$ cat src/rtl/fc3_sched_pkg.sv
// Shared types and helpers for the fc3 fold scheduler.
// State encoding, width helper and the perf-counter width used by
// fc3_fold_sched, fc3_sched_cnt and fc3_fold_sched_if.
package fc3_sched_pkg;

    // Scheduler FSM states.
    typedef enum logic [1:0] {
        ST_IDLE  = 2'd0,
        ST_RUN   = 2'd1,
        ST_DRAIN = 2'd2,
        ST_DONE  = 2'd3
    } state_e;

    // Width of the stall-cycle performance counter.
    localparam int PERF_W = 16;

    // ceil(log2(v)), but never less than 1 so a 1-entry index still has a bit.
    function automatic int clog2_min1(input int v);
        int r;
        r = 0;
        for (int i = 0; i < 31; i++) begin
            if ((32'sd1 <<< i) < v) begin
                r = i + 1;
            end else begin
                r = r;
            end
        end
        return (r < 1) ? 1 : r;
    endfunction

endpackage

$ cat src/rtl/fc3_fold_sched_if.sv
// Control/strobe bundle between the fc3 fold scheduler and its environment.
// The stallCnt member exists only when FC3_SCHED_PERF_EN is defined.
interface fc3_fold_sched_if #(
    parameter int FOLDW = 1,
    parameter int CYCW  = 1
);
    import fc3_sched_pkg::*;

    logic             start;
    logic             stall;
    logic             busy;
    logic             srcEn;
    logic [FOLDW-1:0] foldIdx;
    logic [CYCW-1:0]  cycIdx;
    logic             accClr;
    logic             accEn;
    logic             accDone;
    logic [FOLDW-1:0] capFold;
    logic             done;
`ifdef FC3_SCHED_PERF_EN
    logic [PERF_W-1:0] stallCnt;

    modport slave (
        input  start, stall,
        output busy, srcEn, foldIdx, cycIdx, accClr, accEn, accDone, capFold, done, stallCnt
    );
    modport master (
        output start, stall,
        input  busy, srcEn, foldIdx, cycIdx, accClr, accEn, accDone, capFold, done, stallCnt
    );
`else
    modport slave (
        input  start, stall,
        output busy, srcEn, foldIdx, cycIdx, accClr, accEn, accDone, capFold, done
    );
    modport master (
        output start, stall,
        input  busy, srcEn, foldIdx, cycIdx, accClr, accEn, accDone, capFold, done
    );
`endif

endinterface

$ cat src/rtl/fc3_sched_cnt.sv
// Nested fold/cycle wrap counter. The cycle index runs 0..CYCLE-1; on its
// wrap the fold index advances, and after the very last step both return to 0.
module fc3_sched_cnt #(
    parameter int FOLD  = 1,
    parameter int CYCLE = 256,
    parameter int FOLDW = 1,
    parameter int CYCW  = 8
) (
    input  logic             clk,
    input  logic             rst,
    input  logic             clr_i,
    input  logic             inc_i,
    output logic [FOLDW-1:0] fold_o,
    output logic [CYCW-1:0]  cyc_o,
    output logic             last_cyc_o,
    output logic             last_all_o
);

    logic [FOLDW-1:0] fold_q, fold_d;
    logic [CYCW-1:0]  cyc_q, cyc_d;
    logic             last_cyc_s;
    logic             last_fold_s;

    assign last_cyc_s  = (cyc_q == CYCW'(CYCLE - 1));
    assign last_fold_s = (fold_q == FOLDW'(FOLD - 1));

    // Next-count logic: clear wins, then step with nested wrap, else hold.
    always_comb begin
        cyc_d  = cyc_q;
        fold_d = fold_q;
        if (clr_i) begin
            cyc_d  = {CYCW{1'b0}};
            fold_d = {FOLDW{1'b0}};
        end else if (inc_i) begin
            if (last_cyc_s) begin
                cyc_d = {CYCW{1'b0}};
                if (last_fold_s) begin
                    fold_d = {FOLDW{1'b0}};
                end else begin
                    fold_d = fold_q + FOLDW'(1);
                end
            end else begin
                cyc_d = cyc_q + CYCW'(1);
            end
        end else begin
            cyc_d  = cyc_q;
            fold_d = fold_q;
        end
    end

    // Counter registers.
    always_ff @(posedge clk) begin
        if (rst) begin
            cyc_q  <= {CYCW{1'b0}};
            fold_q <= {FOLDW{1'b0}};
        end else begin
            cyc_q  <= cyc_d;
            fold_q <= fold_d;
        end
    end

    assign fold_o     = fold_q;
    assign cyc_o      = cyc_q;
    assign last_cyc_o = last_cyc_s;
    assign last_all_o = last_cyc_s & last_fold_s;

endmodule

$ cat src/rtl/fc3_fold_sched.sv
// Sequencing controller for the folded fc3 multiply stage.
// Runs FOLD passes of CYCLE bitstream cycles, advancing the sources with
// srcEn and issuing accumulator strobes one cycle later to line up with the
// multiplier's registered output.
// Optional macro FC3_SCHED_PERF_EN adds a saturating 16-bit stall counter.
module fc3_fold_sched
    import fc3_sched_pkg::*;
#(
    parameter int IDIM  = 1,
    parameter int ODIM  = 1,
    parameter int FOLD  = 1,
    parameter int CYCLE = 256,
    parameter int FOLDW = clog2_min1(FOLD),
    parameter int CYCW  = clog2_min1(CYCLE)
) (
    input  logic           clk,
    input  logic           rst,
    fc3_fold_sched_if.slave bus
);

    // Reject configurations that cannot be sequenced.
    if ((FOLD < 1) || (CYCLE < 1) || (IDIM < 1) || ((ODIM % FOLD) != 0)) begin : g_bad_cfg
        $error("fc3_fold_sched: invalid IDIM/ODIM/FOLD/CYCLE configuration");
    end

    state_e           state_q, state_d;
    logic             src_en_s;
    logic             cnt_clr_s;
    logic             in_run_s;
    logic [FOLDW-1:0] fold_s;
    logic [CYCW-1:0]  cyc_s;
    logic             last_cyc_s;
    logic             last_all_s;

    logic             busy_q;
    logic             done_q;
    logic             acc_en_q;
    logic             acc_clr_q;
    logic             acc_done_q;
    logic [FOLDW-1:0] cap_fold_q;

    fc3_sched_cnt #(
        .FOLD  (FOLD),
        .CYCLE (CYCLE),
        .FOLDW (FOLDW),
        .CYCW  (CYCW)
    ) u_cnt (
        .clk        (clk),
        .rst        (rst),
        .clr_i      (cnt_clr_s),
        .inc_i      (src_en_s),
        .fold_o     (fold_s),
        .cyc_o      (cyc_s),
        .last_cyc_o (last_cyc_s),
        .last_all_o (last_all_s)
    );

    // FSM state register.
    always_ff @(posedge clk) begin
        if (rst) begin
            state_q <= ST_IDLE;
        end else begin
            state_q <= state_d;
        end
    end

    // FSM next-state: start is only honoured in IDLE; RUN ends on the last advance.
    always_comb begin
        state_d = state_q;
        case (state_q)
            ST_IDLE: begin
                if (bus.start) begin
                    state_d = ST_RUN;
                end else begin
                    state_d = ST_IDLE;
                end
            end
            ST_RUN: begin
                if (src_en_s && last_all_s) begin
                    state_d = ST_DRAIN;
                end else begin
                    state_d = ST_RUN;
                end
            end
            ST_DRAIN: state_d = ST_DONE;
            ST_DONE:  state_d = ST_IDLE;
            default:  state_d = ST_IDLE;
        endcase
    end

    // FSM outputs: source advance is combinational so a stall takes effect immediately.
    always_comb begin
        in_run_s  = 1'b0;
        src_en_s  = 1'b0;
        cnt_clr_s = 1'b0;
        case (state_q)
            ST_IDLE: begin
                cnt_clr_s = bus.start;
            end
            ST_RUN: begin
                in_run_s = 1'b1;
                src_en_s = ~bus.stall;
            end
            ST_DRAIN: begin
                src_en_s = 1'b0;
            end
            ST_DONE: begin
                src_en_s = 1'b0;
            end
            default: begin
                src_en_s = 1'b0;
            end
        endcase
    end

    // Strobe pipeline delayed one cycle to match the multiplier, plus registered busy/done.
    always_ff @(posedge clk) begin
        if (rst) begin
            acc_en_q   <= 1'b0;
            acc_clr_q  <= 1'b0;
            acc_done_q <= 1'b0;
            cap_fold_q <= {FOLDW{1'b0}};
            busy_q     <= 1'b0;
            done_q     <= 1'b0;
        end else begin
            acc_en_q   <= src_en_s;
            acc_clr_q  <= src_en_s && (cyc_s == {CYCW{1'b0}});
            acc_done_q <= src_en_s && last_cyc_s;
            cap_fold_q <= fold_s;
            busy_q     <= (state_d == ST_RUN) || (state_d == ST_DRAIN);
            done_q     <= (state_d == ST_DONE);
        end
    end

`ifdef FC3_SCHED_PERF_EN
    logic [PERF_W-1:0] stall_cnt_q;

    // Stall-cycle counter: cleared on an accepted start, saturates, holds after the run.
    always_ff @(posedge clk) begin
        if (rst) begin
            stall_cnt_q <= {PERF_W{1'b0}};
        end else if (cnt_clr_s) begin
            stall_cnt_q <= {PERF_W{1'b0}};
        end else if (in_run_s && bus.stall && (stall_cnt_q != {PERF_W{1'b1}})) begin
            stall_cnt_q <= stall_cnt_q + PERF_W'(1);
        end else begin
            stall_cnt_q <= stall_cnt_q;
        end
    end

    assign bus.stallCnt = stall_cnt_q;
`endif

    assign bus.busy    = busy_q;
    assign bus.done    = done_q;
    assign bus.srcEn   = src_en_s;
    assign bus.foldIdx = in_run_s ? fold_s : {FOLDW{1'b0}};
    assign bus.cycIdx  = in_run_s ? cyc_s : {CYCW{1'b0}};
    assign bus.accEn   = acc_en_q;
    assign bus.accClr  = acc_clr_q;
    assign bus.accDone = acc_done_q;
    assign bus.capFold = cap_fold_q;

endmodule

$ cat src/flat_wrapper.sv
// flat-port wrapper written by rule: the top's interface ports become plain ports
module fc3_fold_sched_flat import fc3_sched_pkg::*;
#(
    parameter int IDIM  = 1,
    parameter int ODIM  = 1,
    parameter int FOLD  = 1,
    parameter int CYCLE = 256,
    parameter int FOLDW = clog2_min1(FOLD),
    parameter int CYCW  = clog2_min1(CYCLE)
)
  (clk, rst, bus_start, bus_stall, bus_busy, bus_srcEn, bus_foldIdx, bus_cycIdx, bus_accClr, bus_accEn, bus_accDone, bus_capFold, bus_done);
  fc3_fold_sched_if #(.FOLDW(FOLDW), .CYCW(CYCW)) bus_i ();
  input  logic clk;
  input  logic rst;
  input wire logic [$bits(bus_i.start)-1:0] bus_start;
  input wire logic [$bits(bus_i.stall)-1:0] bus_stall;
  output wire logic [$bits(bus_i.busy)-1:0] bus_busy;
  output wire logic [$bits(bus_i.srcEn)-1:0] bus_srcEn;
  output wire logic [$bits(bus_i.foldIdx)-1:0] bus_foldIdx;
  output wire logic [$bits(bus_i.cycIdx)-1:0] bus_cycIdx;
  output wire logic [$bits(bus_i.accClr)-1:0] bus_accClr;
  output wire logic [$bits(bus_i.accEn)-1:0] bus_accEn;
  output wire logic [$bits(bus_i.accDone)-1:0] bus_accDone;
  output wire logic [$bits(bus_i.capFold)-1:0] bus_capFold;
  output wire logic [$bits(bus_i.done)-1:0] bus_done;
  assign bus_i.start = bus_start;
  assign bus_i.stall = bus_stall;
  assign bus_busy = bus_i.busy;
  assign bus_srcEn = bus_i.srcEn;
  assign bus_foldIdx = bus_i.foldIdx;
  assign bus_cycIdx = bus_i.cycIdx;
  assign bus_accClr = bus_i.accClr;
  assign bus_accEn = bus_i.accEn;
  assign bus_accDone = bus_i.accDone;
  assign bus_capFold = bus_i.capFold;
  assign bus_done = bus_i.done;
  fc3_fold_sched #(.IDIM(IDIM), .ODIM(ODIM), .FOLD(FOLD), .CYCLE(CYCLE), .FOLDW(FOLDW), .CYCW(CYCW)) u_core (.clk(clk), .rst(rst), .bus(bus_i));
endmodule
$ cat config.mk
export PLATFORM = sky130hd
export DESIGN_NAME = fc3_fold_sched_flat
export DESIGN_NICKNAME = d
export VERILOG_FILES = /design/src/rtl/fc3_sched_pkg.sv /design/src/rtl/fc3_fold_sched_if.sv /design/src/rtl/fc3_sched_cnt.sv /design/src/rtl/fc3_fold_sched.sv /design/src/flat_wrapper.sv
export SDC_FILE = /design/constraint.sdc
export NUM_CORES = 1
export LEC_CHECK = 0
export CAP_MARGIN = 20
export CORE_MARGIN = 2
export CORE_UTILIZATION = 46
export CTS_CLUSTER_SIZE = 24
export DETAILED_ROUTE_END_ITERATION = 12
export GPL_ROUTABILITY_DRIVEN = 0
export HOLD_SLACK_MARGIN = 0.02
export PLACE_DENSITY = 0.83
export SLEW_MARGIN = 20
export SYNTH_ARGS = -nofsm -noshare
export SYNTH_HDL_FRONTEND = slang
export SYNTH_SLANG_ARGS = --single-unit
$ cat constraint.sdc
create_clock -name clk -period 2.05 [get_ports clk]
set_clock_uncertainty 0.2 [all_clocks]
set_input_delay 0.205 -clock clk [delete_from_list [all_inputs] [get_ports clk]]
set_output_delay 0.205 -clock clk [all_outputs]
set_load 0.05 [all_outputs]
==> impl_metrics.tcl, run 1 <==
set metrics [dict create \
    status "complete, no violations" \
    coreArea_um2 1506 \
    cpLargestDelayFamily "flip-flops" \
    antenna_found_initial 0 \
    overflow 0 \
    arrival_ns 1.45 \
    intPower_mw 0.3975 \
    start_util_pct 49.00 \
    wl_um 1668 \
    swShare_pct 27.99 \
    grt_use_total_pct 20.66 \
    synth_top_area_cell "dfxtp_1" \
    drt_first_iter_violations 10 \
    min_path_cells 2 \
    yosysWarnings 0 \
    grt_max_degree 10 \
    seqPwrFrac_pct 54.8 \
    power_mw 0.5520 \
    num_vias 675 \
    cts.htree.levels 1 \
    cp.buffers_inverters 2 \
    p_comb_share_pct 12.8 \
    regToRegSetupSlack_ns 0.30 \
    reg2reg_to "u_core.u_cnt.cyc_o[5]$_SDFFE_PP0P_" \
    clkTransAtPathRegs_ns 0.10 \
    critical_path.slowest_cell "dfxtp_2" \
    syn_avg_cell_area_um2 9.344 \
    cp_data_required_time_ns 1.64 \
    fin_crit_ns 1.856 \
    synth_area_leaders "dfxtp_1 41%, and2_1 6.8%, nor3_1 4.1%, nand4bb_4 3.7%, ha_1 3.4%" \
    synth_edf_count 0 \
    die_w_um 44.06 \
    period_share_pct 90.55 \
    pre_cts_ws_ns 0.05326 \
    ys_ff_latch 15 \
    crit_type "flop to output port" \
    rsz0062_at_grt "no" \
    cts_setup_buffers 0 \
    setup_ws_ns 0.1937 \
    fmax_mhz 538.7 \
    p_leak_nw 0.3853 \
    worstHoldPathType "flop to flop" \
    yosysTopAreaCellShare_pct 40.68 \
    slew_viol_final 0 \
    wl_per_cell_um 14.14 \
    ys.flop_type "dfxtp_1" \
    tritoncts "built" \
    power_switching_mw 0.1545 \
    clock_power_share_pct 32.4 \
    syn-cell-area_um2 738.2 \
    ys_top_cells_by_count "15 x dfxtp_1, 8 x and2_1, 6 x nor3_1, 5 x nand2_1, 4 x nor2_1" \
    critPathMaxStageDelay_ns 0.43 \
    peakVddDrop_mv 0.2698 \
    synthToLayoutAreaGrowth_pct 42.88 \
    drive_gt1_share_pct 21.57 \
    max-cap-violations 0 \
    num_io_pins 20 \
    setup_viol 0 \
    rows 14 \
    antennaDiodeCount 0 \
    clock_latency_ns 0.29 \
    yosysSeqAreaShare_pct 40.68 \
    die_area_um2 1941 \
    cts_buffer_depth 2 \
    numCtsBuffers 3 \
    portBuffers 17 \
    reg2reg_from "u_core.state_q[1]$_SDFF_PP0_" \
    setup.worst_path.start_class "flop" \
    drt-pass1-iter-count 4 \
    rr_worst_depth 3 \
    crit_chain "nor2b_1 > buf_4 > and2_1 > buf_12" \
    post-route-util_pct 70.02 \
    antenna_left 0 \
    crit_fanout 8 \
    dpl.hpwl_um 1275 \
    hold_violations 0 \
    fp.dieH_um 44.06 \
    finalNetCount 109 \
    cts_sinks 15 \
    cts_root_buf "clkbuf_4" \
    drc 0 \
    end_kind "output port" \
    async_flop_share_pct 0 \
    synth_cell_types 30 \
    p_per_area_nw_per_um2 523.4 \
    synthCells 79 \
    grt_pass1_vias 642 \
    min_to "u_core.u_cnt.cyc_o[6]$_SDFFE_PP0P_" \
    synth_most_common_cell "dfxtp_1" \
    fin_setup_tns_ns 0 \
    whs_ns 0.3325 \
    min_from "u_core.u_cnt.cyc_o[6]$_SDFFE_PP0P_" \
    grt_pass1_wl_um 2870 \
    via_per_inst 5.720 \
]
## final cells by class
cell class / count / area [µm²]
fill: 112 / 451.7
multi-input combinational: 59 / 404.1
sequential: 15 / 301.5
timing repair buffer: 21 / 290.3
clock buffer: 3 / 22.52
tap: 16 / 20.02
inverter: 3 / 11.26
clock inverter: 1 / 5.005
## cells by family after synthesis
logic type | count (synthesis) | share of synthesized area, %
AND/OR/NAND/NOR | 39 | 34.24
flip-flops | 15 | 40.68
AO/OA/AOI/OAI | 13 | 12.37
buffers and inverters | 6 | 5.084
adder cells (fa/ha/maj) | 2 | 3.389
XOR/XNOR | 2 | 2.373
other | 1 | 0.5080
multiplexers | 1 | 1.356
## registers in the layout, indices dropped and copies added (netlist names)
signal and count:
u_core.bus.accClr 1, u_core.bus.accDone 1, u_core.bus.accEn 1, u_core.bus.busy 1
u_core.bus.done 1, u_core.state_q 2, u_core.u_cnt.cyc_o 8
## per-layer routing
| metal | track usage (%) | routed length (µm) |
|---|---|---|
| met1 | 24.81 | 681 |
| met2 | 34.12 | 824 |
| met3 | 4.898 | 105 |
| met4 | 10.91 | 57 |
| met5 | 0 | 0 |
## cells in the final DEF, fill, tap and decap left out
cell type and instances:
nor2_1 4, dfxtp_1 14, o21ai_0 2, nand2b_1 1, a21o_1 1, clkbuf_4 3, a2111oi_0 1, or3_1 2
nand4bb_4 1, and2b_1 1, buf_4 4, nor3_1 6, ha_1 2, mux2i_1 1, nor4b_1 1, o31ai_1 3
nor4_1 1, nor3_2 1, nor2b_1 2, buf_12 9, and2_1 8, a211oi_1 3, xnor2_1 2, inv_1 3
and4bb_2 1, nand2_1 5, dfxtp_2 1, or4_1 3, o21ba_2 1, conb_1 2, clkdlybuf4s50_1 8, nand4_1 2
a21oi_1 2, clkinv_2 1
## power groups by stage
stage | sequential, mW | clock [mW] | combinational, mW
after floorplan | 0.318 | 0 | 0.0343
after global placement | 0.308 | 0 | 0.0695
after detailed placement | 0.309 | 0 | 0.0705
after CTS | 0.302 | 0.183 | 0.0708
after global routing | 0.304 | 0.195 | 0.0750
final | 0.303 | 0.179 | 0.0706
## tightest hold or removal path, cell delays in order (launching register included)
cell	delay [ns]
dfxtp_1	0.36
o31ai_1	0.08
a21oi_1	0.06
## through the flow
step	instance area [µm²]	instances
2_1_floorplan	742.0	80
3_3_place_gp	1026	114
3_5_place_dp	1026	114
4_1_cts	1054	118
5_1_grt	1055	118
6_report	1055	118
## worst max path at each step
stage	startpoint	endpoint	slack [ns]	cells after the start
global route	u_core.state_q[0]$_SDFF_PP0_	bus_cycIdx[6]	0.10	4
detailed placement	bus_stall	u_core.u_cnt.cyc_o[5]$_SDFFE_PP0P_	0.05	4
floorplan	u_core.state_q[0]$_SDFF_PP0_	u_core.u_cnt.cyc_o[1]$_SDFFE_PP0P_	0.19	5
CTS	u_core.state_q[0]$_SDFF_PP0_	bus_cycIdx[2]	0.08	4
finish	u_core.state_q[0]$_SDFF_PP0_	bus_cycIdx[6]	0.19	4
global placement	bus_stall	u_core.u_cnt.cyc_o[7]$_SDFFE_PP0P_	0.16	4
## what timing repair did
item	CTS	global route
hold buffers	0	0
endpoints found under the setup margin	0	8
resized for setup	0	1
Note: power is estimated with default switching activity, not from simulation.
==> inputs of run 2 (changes only) <==
CORE_UTILIZATION = 45   (was 46)
PLACE_DENSITY = 0.81   (was 0.83)
SLEW_MARGIN = default   (was 20)
SYNTH_HIERARCHICAL = 1   (was default)
==> run 2 against run 1 <==
Via count is 1.2% higher. Synthesized cell count is 5.1% higher. Worst setup slack hardly changed. Clock-buffer cell count is 1 higher. Power is 11% higher.
==> impl_metrics.tcl, run 2 <==
set metrics [dict create \
    peakVddDrop_mv 0.5330 \
    die_area_um2 1971 \
    hold_violations 0 \
    min_path_cells 2 \
    fmax_mhz 538.6 \
    placed_area_um2 1027 \
    max-cap-violations 0 \
    end_kind "flop" \
    synthToLayoutAreaGrowth_pct 45.48 \
    final_cells 120 \
    ys_top_cells_by_count "16 x dfxtp_1, 10 x and2_1, 8 x nor2_1, 4 x a21oi_1" \
    drive_gt1_share_pct 20.19 \
    coreArea_um2 1524 \
    cts_root_buf "clkbuf_4" \
    power_switching_mw 0.1556 \
    wl_per_cell_um 13.01 \
    yosysWarnings 6 \
    dp.cells 116 \
    antennaDiodeCount 0 \
    status "complete, no violations" \
    fin_crit_ns 1.857 \
    period_share_pct 90.57 \
    synth_area_leaders "dfxtp_1 44%, and2_1 8.5%, nor2_1 4.1%, xor2_1 3.6%, a21oi_1 2.7%" \
    crit_type "flop to flop" \
    wl_um 1561 \
    rows 14 \
    whs_ns 0.3354 \
    fin_setup_tns_ns 0 \
    slew_viol_final 0 \
    num_io_pins 20 \
    post-route-util_pct 70.11 \
    cts_buffer_depth 2 \
    dpl.hpwl_um 1199 \
    mostFrequentLayoutCells "16 x dfxtp_1, 10 x and2_1, 9 x clkdlybuf4s50_1, 9 x buf_12, 7 x nor2_1" \
    grt_pass1_wl_um 2732 \
    overflow 0 \
    yosysTopAreaCellShare_pct 43.61 \
    fp.dieH_um 44.40 \
    final_area_um2 1069 \
    synth_nets 88 \
    die_w_um 44.40 \
    p_comb_share_pct 13.6 \
    clkTransAtPathRegs_ns 0.09 \
    arrival_ns 1.88 \
    final_common_cell "dfxtp_1" \
    tritoncts "built" \
    num_vias 683 \
    seqPwrFrac_pct 52.4 \
    drt_first_iter_violations 25 \
    finalNetCount 110 \
    p_leak_nw 0.4025 \
    clock_latency_ns 0.29 \
    syn-cell-area_um2 734.5 \
    setup_viol 0 \
    drc 0 \
    cp_data_required_time_ns 2.07 \
    power_mw 0.6136 \
    synthCells 83 \
    drt-pass1-iter-count 4 \
    setup_ws_ns 0.1933 \
    rr_worst_depth 5 \
    crit_fanout 7 \
    largest_reg_flops 8 \
    worstHoldPathType "flop to flop" \
    cts_sinks 16 \
    synth_edf_count 0 \
    grt_pass1_vias 648 \
    p_per_area_nw_per_um2 574.2 \
    ys_ff_latch 16 \
    synth_top_area_cell "dfxtp_1" \
    portBuffers 18 \
    synth_most_common_cell "dfxtp_1" \
    swShare_pct 25.36 \
    via_per_inst 5.692 \
    synth_cell_types 33 \
    numCtsBuffers 3 \
    grt_max_degree 11 \
    syn_avg_cell_area_um2 8.849 \
    yosysSeqAreaShare_pct 43.61 \
    cts.htree.levels 1 \
    antenna_left 0 \
    rsz0062_at_grt "no" \
    ctsHoldBuffers 0 \
    clock_power_share_pct 34.0 \
    cts_setup_buffers 0 \
    async_flop_share_pct 0 \
    pre_cts_ws_ns 0.1630 \
    antenna_found_initial 0 \
    intPower_mw 0.4580 \
    ys.flop_type "dfxtp_1" \
    setup.worst_path.start_class "flop" \
    grt_use_total_pct 18.90 \
    start_util_pct 48.19 \
]
==> run 2: layout make-up <==
type | count | area (µm²)
inverters | 2 | 7.507
repair buffers | 20 | 285.3
well taps | 16 | 20.02
flip-flops and latches | 16 | 320.3
clock buffers | 4 | 36.28
fillers | 120 | 455.4
multi-input cells | 62 | 399.1
==> run 2: power groups by stage <==
stage	logic (mW)	clock network [mW]	registers, mW
after floorplan	0.0373	0	0.344
after global placement	0.0821	0	0.329
after detailed placement	0.0836	0	0.329
after CTS	0.0836	0.212	0.322
after global routing	0.0896	0.220	0.323
final	0.0834	0.208	0.322
==> run 2: timing repair <==
action	CTS	global route
resized for setup	0	1
setup endpoints to repair	0	1
hold endpoints to repair	0	0
==> run 2: worst max-delay path: stages (launching register included) <==
cell     delay (ns)
dfxtp_1        0.46
nand4_1        0.26
nor3_2         0.30
inv_1          0.09
or3_1          0.35
a21oi_1        0.13
==> run 2: per-layer routing <==
layer | vias up | wire length, µm | GRT usage (%)
met5 | - | 0 | 0
met3 | 3 | 99 | 3.673
met1 | 316 | 657 | 22.53
li1 | 328 | - | -
met4 | 0 | 11 | 8.485
met2 | 36 | 792 | 32.65
==> run 2: final timing paths <==
| kind | start | end | slack [ns] |
|---|---|---|---|
| min | u_core/u_cnt/cyc_o[6]$_SDFFE_PP0P_ | u_core/u_cnt/cyc_o[6]$_SDFFE_PP0P_ | 0.34 |
| max | u_core/u_cnt/cyc_o[3]$_SDFFE_PP0P_ | u_core/state_q[1]$_SDFF_PP0_ | 0.19 |
| min reg2reg | u_core/u_cnt/cyc_o[6]$_SDFFE_PP0P_ | u_core/u_cnt/cyc_o[6]$_SDFFE_PP0P_ | 0.34 |
| max reg2reg | u_core/u_cnt/cyc_o[3]$_SDFFE_PP0P_ | u_core/state_q[1]$_SDFF_PP0_ | 0.19 |
==> run 2: logic make-up (layout without fill, tap and decap cells) <==
kind of cell	Yosys count	after routing	synth area share [%]
flops	16	16	43.61
simple gates	44	44	35.95
compound gates	12	12	9.540
buf+inv	5	26	3.747
xor+xnor	3	3	3.578
mux	1	1	1.363
other cells	1	1	0.5106
fa+ha+maj	1	1	1.703
==> inputs of run 3 (changes only) <==
CORE_UTILIZATION = 46   (was 45)
PLACE_DENSITY = 0.83   (was 0.81)
SYNTH_HIERARCHICAL = default   (was 1)
==> results of run 3 <==
Final layout, timing and power as in run 1 (identical DEF).
